==> src/rtl/arith_pkg.sv <==
// Shared arithmetic-library definitions: operand width and the serial-unit FSM states.
package arith_pkg;

  localparam int WIDTH = 4;

  typedef enum logic [1:0] {
    IDLE  = 2'd0,
    SHIFT = 2'd1,
    DONE  = 2'd2
  } state_t;

endpackage

==> src/rtl/fullsubtractor.sv <==
// One-bit full subtractor; the borrow-chain dual of the full adder cell.
module fullsubtractor (
  input  logic a,
  input  logic b,
  input  logic bin,
  output logic diff,
  output logic bout
);

  assign diff = a ^ b ^ bin;
  assign bout = (~a & b) | (~(a ^ b) & bin);

endmodule

==> src/rtl/serial_subtractor4bits.sv <==
// Bit-serial a - b through a single full-subtractor cell, LSB first, with a
// start/busy/done handshake. d = {borrow, (a - b) mod 16}.
module serial_subtractor4bits
  import arith_pkg::*;
(
  input  logic             clk,
  input  logic             rst,
  input  logic             start,
  input  logic [WIDTH-1:0] a,
  input  logic [WIDTH-1:0] b,
  output logic             busy,
  output logic             done,
  output logic [WIDTH:0]   d
);

  state_t           state;
  logic [WIDTH-1:0] a_r, b_r, acc;
  logic             borrow;
  logic [1:0]       idx;
  logic             fs_diff, fs_bout;

  fullsubtractor u_fs (
    .a    (a_r[idx]),
    .b    (b_r[idx]),
    .bin  (borrow),
    .diff (fs_diff),
    .bout (fs_bout)
  );

  always_ff @(posedge clk or posedge rst) begin
    if (rst) begin
      state  <= IDLE;
      a_r    <= '0;
      b_r    <= '0;
      acc    <= '0;
      borrow <= 1'b0;
      idx    <= '0;
      busy   <= 1'b0;
      done   <= 1'b0;
      d      <= '0;
    end else begin
      case (state)
        IDLE, DONE: begin
          done <= 1'b0;
          if (start) begin
            a_r    <= a;
            b_r    <= b;
            borrow <= 1'b0;
            idx    <= '0;
            busy   <= 1'b1;
            state  <= SHIFT;
          end else begin
            state  <= IDLE;
          end
        end
        SHIFT: begin
          acc[idx] <= fs_diff;
          borrow   <= fs_bout;
          idx      <= idx + 2'd1;
          if (idx == 2'd3) begin
            // Last bit bypasses acc so d updates in one step, never partially.
            d     <= {fs_bout, fs_diff, acc[WIDTH-2:0]};
            busy  <= 1'b0;
            done  <= 1'b1;
            state <= DONE;
          end
        end
        default: begin
          busy  <= 1'b0;
          done  <= 1'b0;
          state <= IDLE;
        end
      endcase
    end
  end

endmodule

==> config.mk <==
export PLATFORM = sky130hd
export DESIGN_NAME = serial_subtractor4bits
export DESIGN_NICKNAME = d
export VERILOG_FILES = /design/src/rtl/arith_pkg.sv /design/src/rtl/fullsubtractor.sv /design/src/rtl/serial_subtractor4bits.sv
export SDC_FILE = /design/constraint.sdc
export NUM_CORES = 1
export LEC_CHECK = 0
export BUFFER_PORTS_ARGS = -buffer_cell sky130_fd_sc_hd__buf_2
export CAP_MARGIN = 20
export CORE_MARGIN = 1.5
export CORE_UTILIZATION = 50
export CTS_CLUSTER_DIAMETER = 80
export DETAILED_ROUTE_END_ITERATION = 12
export GPL_TIMING_DRIVEN = 0
export PLACE_DENSITY_LB_ADDON = 0.05
export SYNTH_ARGS = -nofsm -noshare
export SYNTH_HDL_FRONTEND = slang
export SYNTH_SLANG_ARGS = --single-unit
==> constraint.sdc <==
create_clock -name clk -period 2.9 [get_ports clk]
set_input_delay 0.58 -clock clk [delete_from_list [all_inputs] [get_ports clk]]
set_output_delay 0.58 -clock clk [all_outputs]
set_load 0.01 [all_outputs]
=== Word-level counts from Yosys, hierarchy flattened ===
Index checks and enable logic that the tools add are counted.

* Bits in registers: 24
* Input bits: 11
* Output and inout bits: 7
* Logic and storage cells: 51

* Add/subtract/negate cells: 1
* $lt $le $gt $ge: 2
* Equality and inequality tests: 5
* Mux-type cells: 19
* Bitwise logic cells: 7
* Reduce and logical (&&, ||, !) cells: 8

{| class="wikitable"
|+ Operator list
! cell !! number
|-
| $mux W1 || 9
|-
| $pmux W2 S2 || 2
|-
| $reduce_and A2 Y1 || 4
|-
| $bmux W1 S2 || 2
|-
| $bwmux W4 || 1
|-
| $eq A2 B2 Y1 const B || 2
|-
| $mux W2 || 2
|-
| $ne A2 B2 Y1 const B || 2
|-
| $pmux W1 S2 || 2
|-
| $lt A2 B3 Y1 const B || 1
|-
| $add A2 B1 Y2 const B || 1
|-
| $and A1 B1 Y1 || 2
|-
| $demux W1 S2 || 1
|-
| $eq A2 B1 Y1 const B || 1
|-
| $ge A2 B1 Y1 const B || 1
|-
| $logic_not A2 Y1 || 1
|-
| $not A1 Y1 || 2
|-
| $reduce_bool A2 Y1 || 1
|-
| $reduce_or A2 Y1 || 1
|-
| $xor A1 B1 Y1 || 2
|-
| $logic_and A1 B1 Y1 || 1
|-
| $or A1 B1 Y1 || 1
|}

=== Longest topological paths before layout ===
Gate-level depths: netlist of run 1.

* Word-level depth: 7
* Mapped depth: 5
* Depth with buffers taken out: 5

=== Modules after synthesis ===
A second synthesis of run 1 with hierarchy kept.

* Cell total of the unflattened synthesis: 73
* Area total of the unflattened synthesis: 1,056.0 sq um

{| class="wikitable"
|+ By module, submodules not included
! module !! instances !! cells each !! area each (sq um) !! seq. area each (sq um)
|-
| serial_subtractor4bits || 1 || 69 || 1,024.7 || 550.5
|-
| fullsubtractor || 1 || 4 || 31.3 || 0.0
|}

=== Worst setup path before layout of run 1 ===
OpenSTA, ideal clock, no wires.

* Path type: register to register
* Start point: register idx[0]
* End point: register d[3]
* Library setup time: 0.128 ns
* Arrival: 1.750 ns
* Data required time: 2.772 ns
* Slack: 1.022 ns
* Cell stages (with the launch flop): 4
* Buffers on the path: 0
* Clock period less this slack: 1.878 ns
* Cell sequence: dfrtp_1 mux4_2 fa_1 mux2_1

* Word-level cells in the longest chain between the ends: 4
* Elaborated cells on any way between the ends: 8
* Those cells by class: eq/ne (1); mux (4); bitwise (2); reduce/logical (1)

{| class="wikitable"
|+ Ends and longest elaborated chain
! element !! line !! RTL
|-
| start, declared || serial_subtractor4bits.sv:19 || <nowiki>logic [1:0] idx;</nowiki>
|-
| start signal, assigned || serial_subtractor4bits.sv:59 || <nowiki>idx <= idx + 2'd1;</nowiki>
|-
| $bmux W1 S2, on equally long branches || serial_subtractor4bits.sv:23, serial_subtractor4bits.sv:24 ||
|-
| $mux W1, on equally long branches || serial_subtractor4bits.sv:23, serial_subtractor4bits.sv:24 ||
|-
| $xor A1 B1 Y1 (*) (2 in series) || fullsubtractor.sv:10 || <nowiki>assign diff = a ^ b ^ bin;</nowiki>
|-
| net fs_diff || serial_subtractor4bits.sv:20 || <nowiki>logic fs_diff, fs_bout;</nowiki>
|-
| end signal, assigned || serial_subtractor4bits.sv:62 || <nowiki>d <= {fs_bout, fs_diff, acc[WIDTH-2:0]};</nowiki>
|-
| end, declared || serial_subtractor4bits.sv:13 || <nowiki>output logic [WIDTH:0] d</nowiki>
|}

Mark *: on every way through the listed nets, which the timed path passes. The rest lies on a longest branch. The select of a mux whose other input is x is not followed.
A chain may end at the register's enable or synchronous reset.

=== Worst setup path after layout of run 1 ===
* Start point: register idx[0]
* End point: register acc[1]

* Word-level cells in the longest chain between the ends: 5
* Elaborated cells on any way between the ends: 12
* Those cells by class: order compare (2); mux (7); bitwise (2); reduce/logical (1)

{| class="wikitable"
|+ Ends and longest elaborated chain
! element !! line !! RTL
|-
| $bmux W1 S2, on equally long branches || serial_subtractor4bits.sv:23, serial_subtractor4bits.sv:24 ||
|-
| $mux W1, on equally long branches || serial_subtractor4bits.sv:23, serial_subtractor4bits.sv:24 ||
|-
| $xor A1 B1 Y1 (*) (2 in series) || fullsubtractor.sv:10 ||
|-
| net fs_diff || serial_subtractor4bits.sv:20 ||
|-
| $bwmux W4 (*) || serial_subtractor4bits.sv:57 || <nowiki>acc[idx] <= fs_diff;</nowiki>
|-
| end signal, assigned by index || serial_subtractor4bits.sv:57 ||
|-
| end, declared || serial_subtractor4bits.sv:17 || <nowiki>logic [WIDTH-1:0] a_r, b_r, acc;</nowiki>
|}

Marks and branches as above.

==> results of run 1 <==
==> stage by stage <==
stage          area (um^2)  std cells  setup slack (ns)
2_1_floorplan         1020         91              1.02
4_1_cts               1160        138             0.832
3_3_place_gp          1140        135             0.881
5_1_grt               1160        138             0.763
3_5_place_dp          1140        135             0.830
6_report              1160        138             0.861
==> sequential cells by signal, indices dropped and copies added (netlist names), 2 cells and up <==
signal and count:
idx 2, b_r 4, acc 3, d 5
a_r 4
==> per-layer routing <==
| layer | wire length, um | global-route usage (%) | up-vias | part of all wire [%] |
|---|---|---|---|---|
| met5 | 0 | 0 | - | 0 |
| met4 | 13 | 8.11 | 0 | 0.84 |
| met3 | 37 | 3.33 | 2 | 2.4 |
| met2 | 749 | 27.5 | 11 | 48 |
| met1 | 745 | 21.0 | 295 | 48 |
| li1 | - | - | 333 | - |
==> cell type report <==
class / count / area [um^2] / area share [%]
Buffer: 3 / 20.0 / 1.73
Multi-Input combinational cell: 60 / 425 / 36.7
Timing Repair Buffer: 17 / 85.1 / 7.34
Tap cell: 27 / 33.8 / 2.91
Sequential cell: 22 / 551 / 47.5
Clock buffer: 3 / 22.5 / 1.94
Inverter: 6 / 22.5 / 1.94
==> kinds of logic (layout without fill, tap and decap cells) <==
logic type,after synthesis,in the layout,synth area share [%]
muxes,10,10,13.3
buffers and inverters,9,29,4.18
AOI/OAI and AO/OA,7,7,4.18
and+or+nand+nor,38,38,17.4
adders and majority gates,5,5,6.88
DFF,22,22,54.1
==> cell usage after synthesis, drive strengths merged <==
master,instances
nand2,31
dfrtp,22
mux2,8
inv,6
o21ai,5
ha,4
a22o,2
buf,2
mux4,2
nand2b,2
nor2b,2
clkbuf,1
fa,1
nand3,1
nand3b,1
nor2,1
==> path summary, 6_finish.rpt <==
check	depth (start not counted)	endpoint
worst min-delay path	2	b_r[0]$_DFFE_PP0P_
worst max register to register	3	acc[1]$_DFFE_PP0P_
worst max-delay path	3	acc[1]$_DFFE_PP0P_
max in group asynchronous	2	borrow$_DFFE_PP0P_
worst min register to register	2	a_r[0]$_DFFE_PP0P_
min in group clk	3	a_r[0]$_DFFE_PP0P_
==> where the power goes <==
part | total [W] | internal, W | switching [W]
registers | 0.000552 | 0.000454 | 0.0000971
logic | 0.000552 | 0.000281 | 0.000271
clock network | 0.000130 | 0.0000483 | 0.0000813
==> flow_summary.toml, run 1 <==
[critical_path]
crit_buf_inv = 0
critPathSlowestCell = "mux4_2"
r2r_setup_slack_ns = 0.86
cpLargestDelayFamily = "multiplexers"
critPathArrivalTime_ns = 2.23
r2r_start = "idx[0]$_DFFE_PP0P_"
required_ns = 3.09
crit_chain = "mux4_2 > fa_1 > mux2_1"
crit_type = "flip-flop to flip-flop"
cpPeakStageDelay_ns = 0.57
critical_path.max_fanout = 7
cp-start-kind = "flip-flop"
end_kind = "flip-flop"
startpoint = "idx[0]$_DFFE_PP0P_"

[pwr]
ir_drop_v = 0.000500
power_density_nw_per_um2 = 1060
p_leak_nw = 0.609
finalPower_w = 0.00123

[clocking]
ctsHoldBuffers = 0
clk_pin_slew_ns = 0.11
cts_resized = 0
cts_root_buf = "clkbuf_4"
clock_latency_ns = 0.29
clock_path_buffers = 2
cts_setup_buffers = 0
cts_sinks = 22
cts_buffers = 3
cts_tree = "built"
htree_num_levels = 1

[sta]
worst_pin_slew_ns = 0.804
hold_ws_ns = 0.416
rsz0062_at_grt = "no"
drv_slew = 0
tns_ns = 0
min_period_ns = 2.04
hold_viol = 0
max_freq_ghz = 0.490
slew_headroom_pct = 46.3
min_period_over_period_pct = 70.3
setup_viol = 0
clock_skew_ns = 0.00538

[cells_and_area]
layout_commonest_cell = "nand2_1"
final_cell_mix = "nand2_1 (31), dfrtp_1 (22), buf_2 (18)"
area_growth_syn_to_layout_pct = 13.9
drive_gt1_share_pct = 24.3
nNetsFinal = 129
n_fill_cell = 174
post-route-util_pct = 59.7
antenna_cells = 0

[synthesis]
yosysSeqAreaShare_pct = 54.1
avgSynthCellArea_um2 = 11.2
yosysTopAreaCell = "dfrtp_1"
synth_fp_nets = 107
yosysWarnings = 0
syn-cell-area_um2 = 1020
synth_cells = 91
ys_types = 20
synth_area_leaders = "dfrtp_1 (54%), nand2_1 (11%), mux2_1 (8.8%)"
synth_seq_cells = 22
synth_top_area_share_pct = 54.1

[global_route]
grt_pass1_wl_um = 2600
antenna_found_initial = 0
grt_overflow = 0
grt_max_degree = 23
grt_usage_pct = 16.7
grt_pass1_vias = 635

[floorplanning]
core.rowCount = 16
chipHeight_um = 48.1
core_um2 = 1940
die_x_um = 48.1
start_util_pct = 52.4
dieArea_um2 = 2320
io_pins = 18

[routing]
drc = 0
drt-initial-drc-count = 5
antenna_left = 0
wl_per_cell_um = 11.2
via_per_inst = 4.64
drt_first_pass_iters = 3
vias = 641
routed_wl_um = 1550

[place]
gp_congestion = 0.704
dpl.hpwl_um = 1180
io_buffers = 17

[run]
cap_viol_max_count = 0

[run_status]
status = "finished clean"

[min_path]
hp-class = "input pin to async pin"
Power figures use the tool's default switching activity.
==> run 2, diff against run 1 <==
Settings changed: CORE_UTILIZATION 50 to 48.
Clock period 2.9 ns to 1.8 ns, I/O delays scaled along.
==> run 2 against run 1 <==
Net effect: the run now ends with setup timing left; first-iteration DRC count is 20% higher; maximum frequency rose by 9.0%; non-clock buffer count increased by 1.
==> flow_summary.toml, run 2 (synthesis gave the netlist of run 1 again) <==
[routing]
vias = 671
drt_first_pass_iters = 4
drt-initial-drc-count = 6
routed_wl_um = 1670
wl_per_cell_um = 12.0
antenna_left = 0
drc = 0
via_per_inst = 4.79

[cells_and_area]
top_register = "d"
nNetsFinal = 130
finalNonFillerCells = 140
finish.instance_area_um2 = 1200
post-route-util_pct = 60.5
largest_reg_flops = 5
drive_gt1_share_pct = 31.9
area_growth_syn_to_layout_pct = 17.8
final_cell_mix = "nand2_1 (31), dfrtp_1 (21), buf_2 (18)"
reg_top3 = "d x5, a_r x4, b_r x4"
n_fill_cell = 175
layout_commonest_cell = "nand2_1"
antenna_cells = 0

[run_status]
violations = "setup timing"
status = "finished with violations"

[sta]
drv_slew = 0
min_period_over_period_pct = 104
rsz0062_at_grt = "yes"
setup_viol = 4
max_freq_ghz = 0.535
min_period_ns = 1.87
hold_viol = 0
slew_headroom_pct = 46.2
hold_ws_ns = 0.196
worst_pin_slew_ns = 0.806
clock_skew_ns = 0.00389
final.setup.worst_slack_ns = -0.0703

[global_route]
antenna_found_initial = 0
grt_overflow = 0
grt_pass1_vias = 711
grt_usage_pct = 17.3
grt_pass1_wl_um = 3140
grt_max_degree = 23

[min_path]
hp-class = "input pin to async pin"

[run]
cap_viol_max_count = 0

[pwr]
p_leak_nw = 0.638
power_density_nw_per_um2 = 1830
ir_drop_v = 0.000895

[floorplanning]
start_util_pct = 51.4
core.rowCount = 16
die_x_um = 49.1
core_um2 = 1980
chipHeight_um = 49.1
dieArea_um2 = 2410
io_pins = 18

[clocking]
cts_tree = "built"
clock_latency_ns = 0.30
htree_num_levels = 1
cts_root_buf = "clkbuf_4"
clk_pin_slew_ns = 0.12
cts_buffers = 3
clock_path_buffers = 2
cts_sinks = 22

[place]
post-place-ws_ns = -0.151
gp_congestion = 0.748
io_buffers = 17
post_dp_cell_area_um2 = 1140
place_inst = 135
dpl.hpwl_um = 1210

[critical_path]
end_kind = "flip-flop"
critical_path.max_fanout = 4
ff2ff_path_depth = 4
cp-start-kind = "flip-flop"
cpPeakStageDelay_ns = 0.51
required_ns = 1.99
critPathArrivalTime_ns = 2.06
critPathSlowestCell = "mux4_2"
crit_type = "flip-flop to flip-flop"
crit_chain = "mux4_2 > inv_2 > fa_2 > mux2_4"
run 2: cell count changes in the layout (fill, tap and decap cells not counted), sizes merged:
cell / before / now
buf: 19 / 20
clkbuf: 4 / 5
run 2: critical path: cells and delay by family, from the launching register on:
kind       cells  cell delay (ns)
fa+ha+maj      1             0.47
flops          1             0.43
mux            2             0.80
buf+inv        1             0.07
run 2: routing by layer:
layer | vias to the layer above | GRT usage [%] | wire (um)
met5 | - | 0 | 0
met2 | 12 | 27.5 | 823
met4 | 0 | 7.14 | 15
met3 | 2 | 1.84 | 42
li1 | 338 | - | -
met1 | 319 | 24.4 | 793
run 2: repair_timing:
action / CTS / global route
buffers inserted: 1 / 0
hold buffers: 0 / 0
pin swaps: 1 / 0
endpoints found under the setup margin: 4 / 5
resized for setup: 5 / 1
hold endpoints to repair: 0 / 0
run 2: layout make-up:
| cell class | count | area (um^2) | area share [%] |
|---|---|---|---|
| tap | 27 | 33.8 | 2.82 |
| buffer | 3 | 20.0 | 1.67 |
| timing repair buffer | 18 | 92.6 | 7.72 |
| sequential | 22 | 552 | 46.0 |
| inverter | 6 | 22.5 | 1.88 |
| clock buffer | 4 | 36.3 | 3.02 |
| multi-input combinational | 60 | 443 | 36.9 |
run 2: metrics by stage:
step,power [W],TNS (ns)
floorplan,0.00156,-0.0983
global placement,0.00179,-0.580
detailed placement,0.00183,-0.596
CTS,0.00223,-0.306
global route,0.00243,-0.468
finish,0.00220,-0.272
run 2: final timing paths:
check	slack [ns]	startpoint	endpoint
max in group asynchronous	1.06	rst	idx[0]$_DFFE_PP0P_
worst max register to register	-0.07	idx[0]$_DFFE_PP0P_	acc[1]$_DFFE_PP0P_
min in group clk	0.24	a[2]	a_r[2]$_DFFE_PP0P_
worst max-delay path	-0.07	idx[0]$_DFFE_PP0P_	acc[1]$_DFFE_PP0P_
worst min-delay path	0.20	rst	a_r[2]$_DFFE_PP0P_
worst min register to register	0.49	busy$_DFFE_PP0P_	busy$_DFFE_PP0P_
run 2: power by group:
part | switching [W] | leakage, nW | internal, W | total, W
Sequential | 0.000151 | 0.267 | 0.000735 | 0.000886
Clock | 0.000142 | 0.0210 | 0.000123 | 0.000265
Combinational | 0.000489 | 0.350 | 0.000561 | 0.00105
